===== config.mk =====
export PLATFORM = sky130hd
export DESIGN_NAME = adder_arb6
export DESIGN_NICKNAME = d
export VERILOG_FILES = /design/src/rtl/adder_arb6.sv
export SDC_FILE = /design/constraint.sdc
export NUM_CORES = 1
export LEC_CHECK = 0
export CORE_MARGIN = 2
export CORE_UTILIZATION = 43
export DETAILED_ROUTE_END_ITERATION = 16
export PLACE_DENSITY = 0.76
export SETUP_SLACK_MARGIN = 0.5
export SYNTH_ARGS = -nofsm -noshare
export SYNTH_HDL_FRONTEND = slang
export SYNTH_SLANG_ARGS = --single-unit

===== constraint.sdc =====
create_clock -name clk -period 17.6 [get_ports clk]
set_clock_uncertainty 0.1 [all_clocks]
set_input_delay 3.52 -clock clk [delete_from_list [all_inputs] [get_ports clk]]
set_output_delay 3.52 -clock clk [all_outputs]
set_load 0.03 [all_outputs]

===== src/rtl/adder_arb6.sv =====
// Round-robin arbiter that shares one three-stage, six-operand adder among N requesters.
// Each requester owns a result slot (IDLE -> INFLIGHT -> DONE -> IDLE), and results are returned to it by ID.
module adder_arb6 #(
  parameter int W = 16,
  parameter int N = 4
) (
  input  logic             clk,
  input  logic             rst_n,
  input  logic [N-1:0]     req_valid,
  input  logic [N*6*W-1:0] req_ops,
  output logic [N-1:0]     req_ready,
  output logic [N-1:0]     rsp_valid,
  output logic [N*W-1:0]   rsp_data,
  input  logic [N-1:0]     rsp_ready,
  output logic             busy,
  output logic [2*N-1:0]   o_dbg_slot_st
);
  // Handshakes: a job transfers on req_valid[i] & req_ready[i], and a result transfers on
  // rsp_valid[i] & rsp_ready[i]. Both are sampled on the rising clock edge. req_ready never looks at rsp_ready.

  localparam int PW = (N > 1) ? $clog2(N) : 1;

  typedef enum logic [1:0] {
    SLOT_IDLE     = 2'd0,
    SLOT_INFLIGHT = 2'd1,
    SLOT_DONE     = 2'd2
  } slot_st_e;

  slot_st_e      r_slot_st  [N];
  slot_st_e      w_slot_nxt [N];
  logic [PW-1:0] r_ptr;
  logic [N-1:0]  w_elig;
  logic          w_grant_vld;
  logic [PW-1:0] w_grant_id;
  logic [W-1:0]  w_ops [6];

  logic          r_s1_vld;
  logic [PW-1:0] r_s1_id;
  logic [W-1:0]  r_p0, r_p1, r_p2;
  logic          r_s2_vld;
  logic [PW-1:0] r_s2_id;
  logic [W-1:0]  r_s01, r_p2d;
  logic [W-1:0]  r_rsp_data [N];

  function automatic logic [PW-1:0] rr_idx(input logic [PW-1:0] base, input int k);
    int s;
    s = (int'(base) + k) % N;
    return s[PW-1:0];
  endfunction

  // rst_n gates eligibility, so req_ready stays low while reset is held.
  always_comb begin
    w_elig = '0;
    for (int i = 0; i < N; i++) begin
      w_elig[i] = req_valid[i] & (r_slot_st[i] == SLOT_IDLE) & rst_n;
    end
  end

  always_comb begin
    w_grant_vld = 1'b0;
    w_grant_id  = '0;
    for (int k = 0; k < N; k++) begin
      if (!w_grant_vld && w_elig[rr_idx(r_ptr, k)]) begin
        w_grant_vld = 1'b1;
        w_grant_id  = rr_idx(r_ptr, k);
      end
    end
  end

  always_comb begin
    req_ready = '0;
    if (w_grant_vld) begin
      req_ready[w_grant_id] = 1'b1;
    end
  end

  always_comb begin
    for (int k = 0; k < 6; k++) begin
      w_ops[k] = req_ops[(6 * int'(w_grant_id) + k) * W +: W];
    end
  end

  always_ff @(posedge clk or negedge rst_n) begin
    if (!rst_n) begin
      r_ptr <= '0;
    end else if (w_grant_vld) begin
      r_ptr <= (w_grant_id == PW'(N - 1)) ? '0 : w_grant_id + PW'(1);
    end
  end

  always_ff @(posedge clk or negedge rst_n) begin
    if (!rst_n) begin
      r_s1_vld <= 1'b0;
      r_s1_id  <= '0;
      r_p0     <= '0;
      r_p1     <= '0;
      r_p2     <= '0;
      r_s2_vld <= 1'b0;
      r_s2_id  <= '0;
      r_s01    <= '0;
      r_p2d    <= '0;
      for (int i = 0; i < N; i++) begin
        r_rsp_data[i] <= '0;
      end
    end else begin
      r_s1_vld <= w_grant_vld;
      r_s1_id  <= w_grant_id;
      r_p0     <= w_ops[0] + w_ops[1];
      r_p1     <= w_ops[2] + w_ops[3];
      r_p2     <= w_ops[4] + w_ops[5];
      r_s2_vld <= r_s1_vld;
      r_s2_id  <= r_s1_id;
      r_s01    <= r_p0 + r_p1;
      r_p2d    <= r_p2;
      if (r_s2_vld) begin
        r_rsp_data[r_s2_id] <= r_s01 + r_p2d;
      end
    end
  end

  always_ff @(posedge clk or negedge rst_n) begin
    if (!rst_n) begin
      for (int i = 0; i < N; i++) begin
        r_slot_st[i] <= SLOT_IDLE;
      end
    end else begin
      for (int i = 0; i < N; i++) begin
        r_slot_st[i] <= w_slot_nxt[i];
      end
    end
  end

  // Each slot sits in exactly one state, so a grant, a writeback and a handshake never compete for the same slot.
  always_comb begin
    for (int i = 0; i < N; i++) begin
      w_slot_nxt[i] = r_slot_st[i];
      case (r_slot_st[i])
        SLOT_IDLE:     if (w_grant_vld && (w_grant_id == PW'(i))) w_slot_nxt[i] = SLOT_INFLIGHT;
        SLOT_INFLIGHT: if (r_s2_vld && (r_s2_id == PW'(i)))       w_slot_nxt[i] = SLOT_DONE;
        SLOT_DONE:     if (rsp_ready[i])                          w_slot_nxt[i] = SLOT_IDLE;
        default:       w_slot_nxt[i] = SLOT_IDLE;
      endcase
    end
  end

  always_comb begin
    rsp_valid     = '0;
    rsp_data      = '0;
    o_dbg_slot_st = '0;
    busy          = 1'b0;
    for (int i = 0; i < N; i++) begin
      rsp_valid[i]            = (r_slot_st[i] == SLOT_DONE);
      rsp_data[i*W +: W]      = r_rsp_data[i];
      o_dbg_slot_st[2*i +: 2] = r_slot_st[i];
      busy                    = busy | (r_slot_st[i] != SLOT_IDLE);
    end
  end

endmodule


==> key figures, run 1 <==
Synth
  – Sequential-to-total area share from yosys stat: 28.27%
  – Leading cell type by number of instances after synthesis: nand2_1
  – Largest area contributor in the netlist: dfrtp_1
  – Post-synth EDFFs: 0
  – Number of library cell types mapped by synthesis: 65
  – Warnings, synthesis: 0
  – Synth cell count leaders: nand2_1, dfrtp_1, mux4_2
  – Avg Cell Area, Syn: 9.160 um^2
  – Synth area leaders: dfrtp_1, mux4_2, nand2_1
  – Mapped cell area: 14160 um^2
  – Syn nets: 2027
  – Top_reg_cell synth: dfrtp_1
  – Synth top area share: 28.27%
  – Async SR Flop Fraction: 100.0%
  – Post-Synthesis Cells: 1546
  – FF+latch count, synth: 160

Critical path
  – Crit-path slowest cell: clkdlybuf4s50_1
  – Worst path cell trace: buf_6, and4bb_2, a21oi_1, o221a_4, inv_6, ha_1, and2_1, clkdlybuf4s50_1
  – Arrival time at the worst endpoint: 6880 ps
  – R2r setup slk: 11050 ps
  – Reg2reg end: r_p2[14]
  – WP data required: 13980 ps
  – Kind of critical path: in2out
  – R2R cell count: 20
  – CP max FO: 88
  – Slowest stage delay, CP: 680 ps
  – Critical register-to-register path startpoint: o_dbg_slot_st[2]
  – Startpoint types: input pin
  – Setup crit end kind: output pin

Placed design
  – Final Wtd Congestion: 1.046
  – Dpl cells: 2383
  – Post-DP HPWL: 46850 um
  – Port bufs: 474

CTS
  – Setup bufs post-CTS: 0
  – Root buf cell: clkbuf_16
  – Post-CTS Hold Fix Bufs: 0
  – Number of clock sinks: 160
  – CTS Buffer Depth: 2
  – Post_cts resized: 0
  – Clock Latency Late Sink: 420 ps
  – Number of buffers created by CTS: 17
  – CTS H-tree depth: 4
  – CTS tree: built
  – Clock Pin Slew Worst Setup and Hold Paths: 60 ps

STA
  – Final Cycle Share: 59.65%
  – Achievable Freq: 95.26 MHz
  – Fin. Hold Viols: 0
  – Worst slew pin tran: 1208 ps
  – Minimum clock period after layout: 10500 ps
  – Setup_tns: 0 ps
  – Relative slew slack: 19.21%
  – WHS: 241.7 ps
  – Setup-failing EPs final: 0
  – RSZ-0062 raised after global routing: no
  – Slew Limit Fails: 0

Power
  – Worst vdd ir: 0.0001262 V
  – Cell Pwr Density: 214.7 nW/um^2
  – Pleak: 8.226 nW
  – Total power: 4.247 mW

Global routing
  – Total track usage: 33.01%
  – First-pass GRT wire length: 84240 um
  – Vias in the first global route: 14040
  – Pin count of the biggest net entering global routing: 89
  – Initial antenna violation count: 9
  – Aggregate global routing overflow: 0

Cells and area
  – NumNets Final: 2441
  – Layout cells sized above 1: 9.990%
  – Finished Layout Cells: 2423
  – Layout area overhead: 39.70%
  – Layout Utilization: 60.96%

Worst hold path
  – Hold Startpoint: r_p2[3]
  – Type of the tightest min-delay check: reg2reg
  – Worst Hold End: r_p2d[3]
  – WHS Path Cells: 0

Floorplanning
  – Site Rows: 66
  – Core area: 32450 um^2
  – Chip width: 185.5 um
  – Die height: 185.5 um
  – Starting Density: 43.63%
  – I/O pin cnt: 475
  – Die footprint: 34400 um^2

Routing
  – Final antenna-violating net count: 0
  – Vias per cell: 5.998
  – DRC marker count from the first detailed-route iteration: 1345
  – Routed wire per std cell: 23.61 um
  – Iteration count of the initial detailed-routing pass: 5
  – Vias: 14530
  – Post-detailed-routing wire length: 57220 um
  – DRC: 0

Status
  – Outcome: finished, final reports clean

Job
  – Max Cap Viol: 0
==> sequential cells by signal, indices dropped and copies added, names as in the netlist <==
| register | flops |
|---|---|
| r_s01 | 16 |
| r_s2_id | 2 |
| r_p0 | 16 |
| r_s1_id | 2 |
| r_s2_vld | 1 |
| r_p1 | 16 |
| r_p2 | 16 |
| r_p2d | 16 |
| r_s1_vld | 1 |
| r_ptr | 2 |
| o_dbg_slot_st | 8 |
| rsp_data | 64 |
==> routing by layer <==
layer	GRT usage, %	up-vias	routed length (um)
met5	0	-	0
met4	10.41	0	1954
met3	5.928	124	5184
met2	53.25	904	26870
met1	45.24	7053	23210
li1	-	6453	-
==> logic make-up after synthesis <==
group,after synthesis,share of synthesized area [%]
simple gates,641,19.84
xor+xnor,65,4.020
buf+inv,131,4.100
compound gates,309,13.63
fa+ha+maj,87,7.952
mux,153,22.19
flops,160,28.27
==> area by class of cell <==
type                       instances  area [um^2]
timing repair buffer             488         4851
sequential                       160         4004
multi-input combinational       1255         9610
clock buffer                      18        429.2
antenna                            9        22.52
inverter                          38        147.6
fill                            2741        12670
clock inverter                    13        165.2
tap                              442        553.0
==> power breakdown <==
group | internal, mW | switching [mW] | leakage (nW) | total [mW]
registers | 0.584 | 0.0961 | 1.93 | 0.680
clock network | 0.223 | 0.144 | 0.278 | 0.366
logic | 1.36 | 1.84 | 6.01 | 3.20
total | 2.16 | 2.08 | 8.23 | 4.25
==> critical path: cells and delay by family <==
kind / cells / cell delay [ps]
buffers and inverters: 3 / 1830
AND/OR/NAND/NOR: 2 / 580
adder cells (fa/ha/maj): 1 / 370
AO/OA/AOI/OAI: 2 / 520
==> through the flow <==
step,cell area (um^2),setup slack [ps]
after floorplan,14160,8399
after global placement,19170,7080
after detailed placement,19170,7022
after CTS,19760,7006
after global routing,19780,6769
final,19780,7102
==> layout by cell type (no fill, tap or decap), types with 15 or more instances in the layout <==
cell type        netlist  layout
clkdlybuf4s50_1        0     473
nand2_1              367     367
dfrtp_1              160     160
mux4_2               126     126
nor2_1               104     103
o21ai_0              100     100
ha_1                  82      81
a21oi_1               68      67
xnor2_1               45      44
and3_1                37      37
inv_1                 35      35
a22oi_1               30      30
nand3_1               30      30
a31oi_1               29      29
mux2i_1               24      24
nor3_1                23      23
xor2_1                20      20
clkbuf_16              0      17
nor2b_1               15      15
==> worst max path at each step <==
stage                      from           end  slack (ps)
final                     rst_n  req_ready[2]        7100
after detailed placement  rst_n  req_ready[2]        7020
after floorplan           rst_n  req_ready[2]        8400
after global placement    rst_n  req_ready[2]        7080
after CTS                 rst_n  req_ready[2]        7010
after global routing      rst_n  req_ready[2]        6770
No activity file was read; power rests on OpenSTA's default activity.
==> inputs of run 2 (changes only) <==
Settings changed: PLACE_DENSITY 0.76 to 0.79.
Clock period 17.6 ns to 9.35 ns, I/O delays scaled along.
==> key figures, run 2 (synthesis gave the netlist of run 1 again) <==
Routing
  – Vias: 14720
  – Vias per cell: 6.065
  – DRC: 0
  – DRC marker count from the first detailed-route iteration: 1538
  – Iteration count of the initial detailed-routing pass: 8
  – Final antenna-violating net count: 0
  – Post-detailed-routing wire length: 63780 um
  – Routed wire per std cell: 26.28 um

Global routing
  – Aggregate global routing overflow: 0
  – Pin count of the biggest net entering global routing: 88
  – First-pass GRT wire length: 91990 um
  – Initial antenna violation count: 13
  – Total track usage: 36.93%
  – Vias in the first global route: 14530

Cells and area
  – Commonest cells after routing, fill and taps aside: clkdlybuf4s50_1, nand2_1, dfrtp_1, mux4_2, nor2_1
  – Layout area overhead: 40.16%
  – Register area: 4004 um^2
  – Finished Layout Cells: 2427
  – Max reg flops: 64
  – Area occupied by multi-input gates: 9610 um^2
  – Layout cells sized above 1: 10.08%
  – Most common cell after layout, fill and taps aside: clkdlybuf4s50_1
  – Post-route cell area: 19850 um^2
  – # fillers: 2727
  – NumNets Final: 2443

Power
  – Pint: 4.118 mW
  – Total power: 8.139 mW
  – Clock network power share: 9.0%
  – Switching Fraction: 49.40%
  – Pleak: 8.263 nW
  – Combinational cell fraction of total power: 75.3%
  – P_sw: 4.020 mW
  – Seq pwr share: 15.7%
  – Cell Pwr Density: 410.1 nW/um^2
  – Worst vdd ir: 0.0002109 V

Worst hold path
  – Type of the tightest min-delay check: reg2reg
  – WHS Path Cells: 0

Placed design
  – Final Wtd Congestion: 1.116
  – Area post-placement: 19190 um^2
  – Port bufs: 474
  – Post-DP HPWL: 53020 um
  – Dpl cells: 2385

STA
  – Slew Limit Fails: 0
  – WHS: 245.5 ps
  – Relative slew slack: 19.77%
  – RSZ-0062 raised after global routing: no
  – Minimum clock period after layout: 7422 ps
  – Setup-failing EPs final: 0
  – Worst slew pin tran: 1200 ps
  – Final Cycle Share: 79.38%
  – Fin. Hold Viols: 0
  – Setup_tns: 0 ps
  – Achievable Freq: 134.7 MHz

Floorplanning
  – Die height: 185.5 um
  – Starting Density: 43.63%
  – Core area: 32450 um^2
  – Chip width: 185.5 um
  – Die footprint: 34400 um^2
  – I/O pin cnt: 475
  – Site Rows: 66

CTS
  – Clock Latency Late Sink: 430 ps
  – Clock Pin Slew Worst Setup and Hold Paths: 60 ps
  – CTS H-tree depth: 4
  – Number of buffers created by CTS: 17
  – Number of clock sinks: 160
  – Setup bufs post-CTS: 0
  – Root buf cell: clkbuf_16
  – CTS tree: built
  – CTS Buffer Depth: 2
  – Post_cts resized: 0
  – Post-CTS Hold Fix Bufs: 0

Critical path
  – Kind of critical path: in2reg
  – Setup crit end kind: register
  – R2r setup slk: 3250 ps
  – Startpoint types: input pin
  – Arrival time at the worst endpoint: 7610 ps
  – CP max FO: 39
  – WP data required: 9540 ps
  – R2R cell count: 20

Job
  – Max Cap Viol: 0

Status
  – Outcome: finished, final reports clean
## run 2: cell type report
type,count,area share (%)
repair buffers,490,24.58
well taps,442,2.786
multi-input cells,1255,48.42
clock inverters,12,0.9267
clock buffers,19,2.232
flip-flops and latches,160,20.17
inverters,38,0.7439
diodes,11,0.1387
## run 2: power by group through the flow
| stage | Clock (mW) | Sequential [mW] | Combinational [mW] |
|---|---|---|---|
| after floorplan | 0 | 1.51 | 3.97 |
| after global placement | 0 | 1.28 | 5.91 |
| after detailed placement | 0 | 1.29 | 6.02 |
| after CTS | 0.736 | 1.28 | 6.08 |
| after global routing | 0.766 | 1.32 | 6.68 |
| final | 0.728 | 1.28 | 6.13 |
## run 2: worst paths after layout
kind	startpoint	endpoint
worst max-delay path	req_valid[1]	r_p2[14]
worst min-delay path	r_p2[2]	r_p2d[2]
worst max register to register	o_dbg_slot_st[2]	r_p2[14]
worst min register to register	r_p2[2]	r_p2d[2]
max in group asynchronous	rst_n	r_p0[14]
min in group asynchronous	rst_n	rsp_data[30]
## run 2: metrics by stage
step           util [%]  worst slack (ps)
2_1_floorplan         -              2114
3_3_place_gp      59.14              1842
3_5_place_dp      59.14              1540
4_1_cts           61.07              1995
5_1_grt           61.14              1441
6_report          61.16              1928
## run 2: layer usage
metal | up-vias | GRT usage [%] | share of wire, % | wire [um]
li1 | 6454 | - | - | -
met1 | 7211 | 48.60 | 40 | 25410
met2 | 895 | 58.67 | 46 | 29470
met3 | 152 | 10.08 | 10 | 6491
met4 | 8 | 12.70 | 3.6 | 2321
met5 | - | 1.037 | 0.14 | 87
## run 2: worst max-delay path: stages
cell	delay, ps
clkdlybuf4s50_1	450
nand4bb_1	210
a21boi_0	190
o21ai_0	300
a21oi_4	120
buf_4	290
inv_2	400
ha_1	680
and2_1	570
a21oi_1	130
nor2_1	130
ha_1	190
inv_1	60
fa_1	460
nor2b_1	120
o21ai_0	100
a21boi_0	260
o21ai_0	170
a211oi_1	320
o31ai_1	180
o311ai_0	400
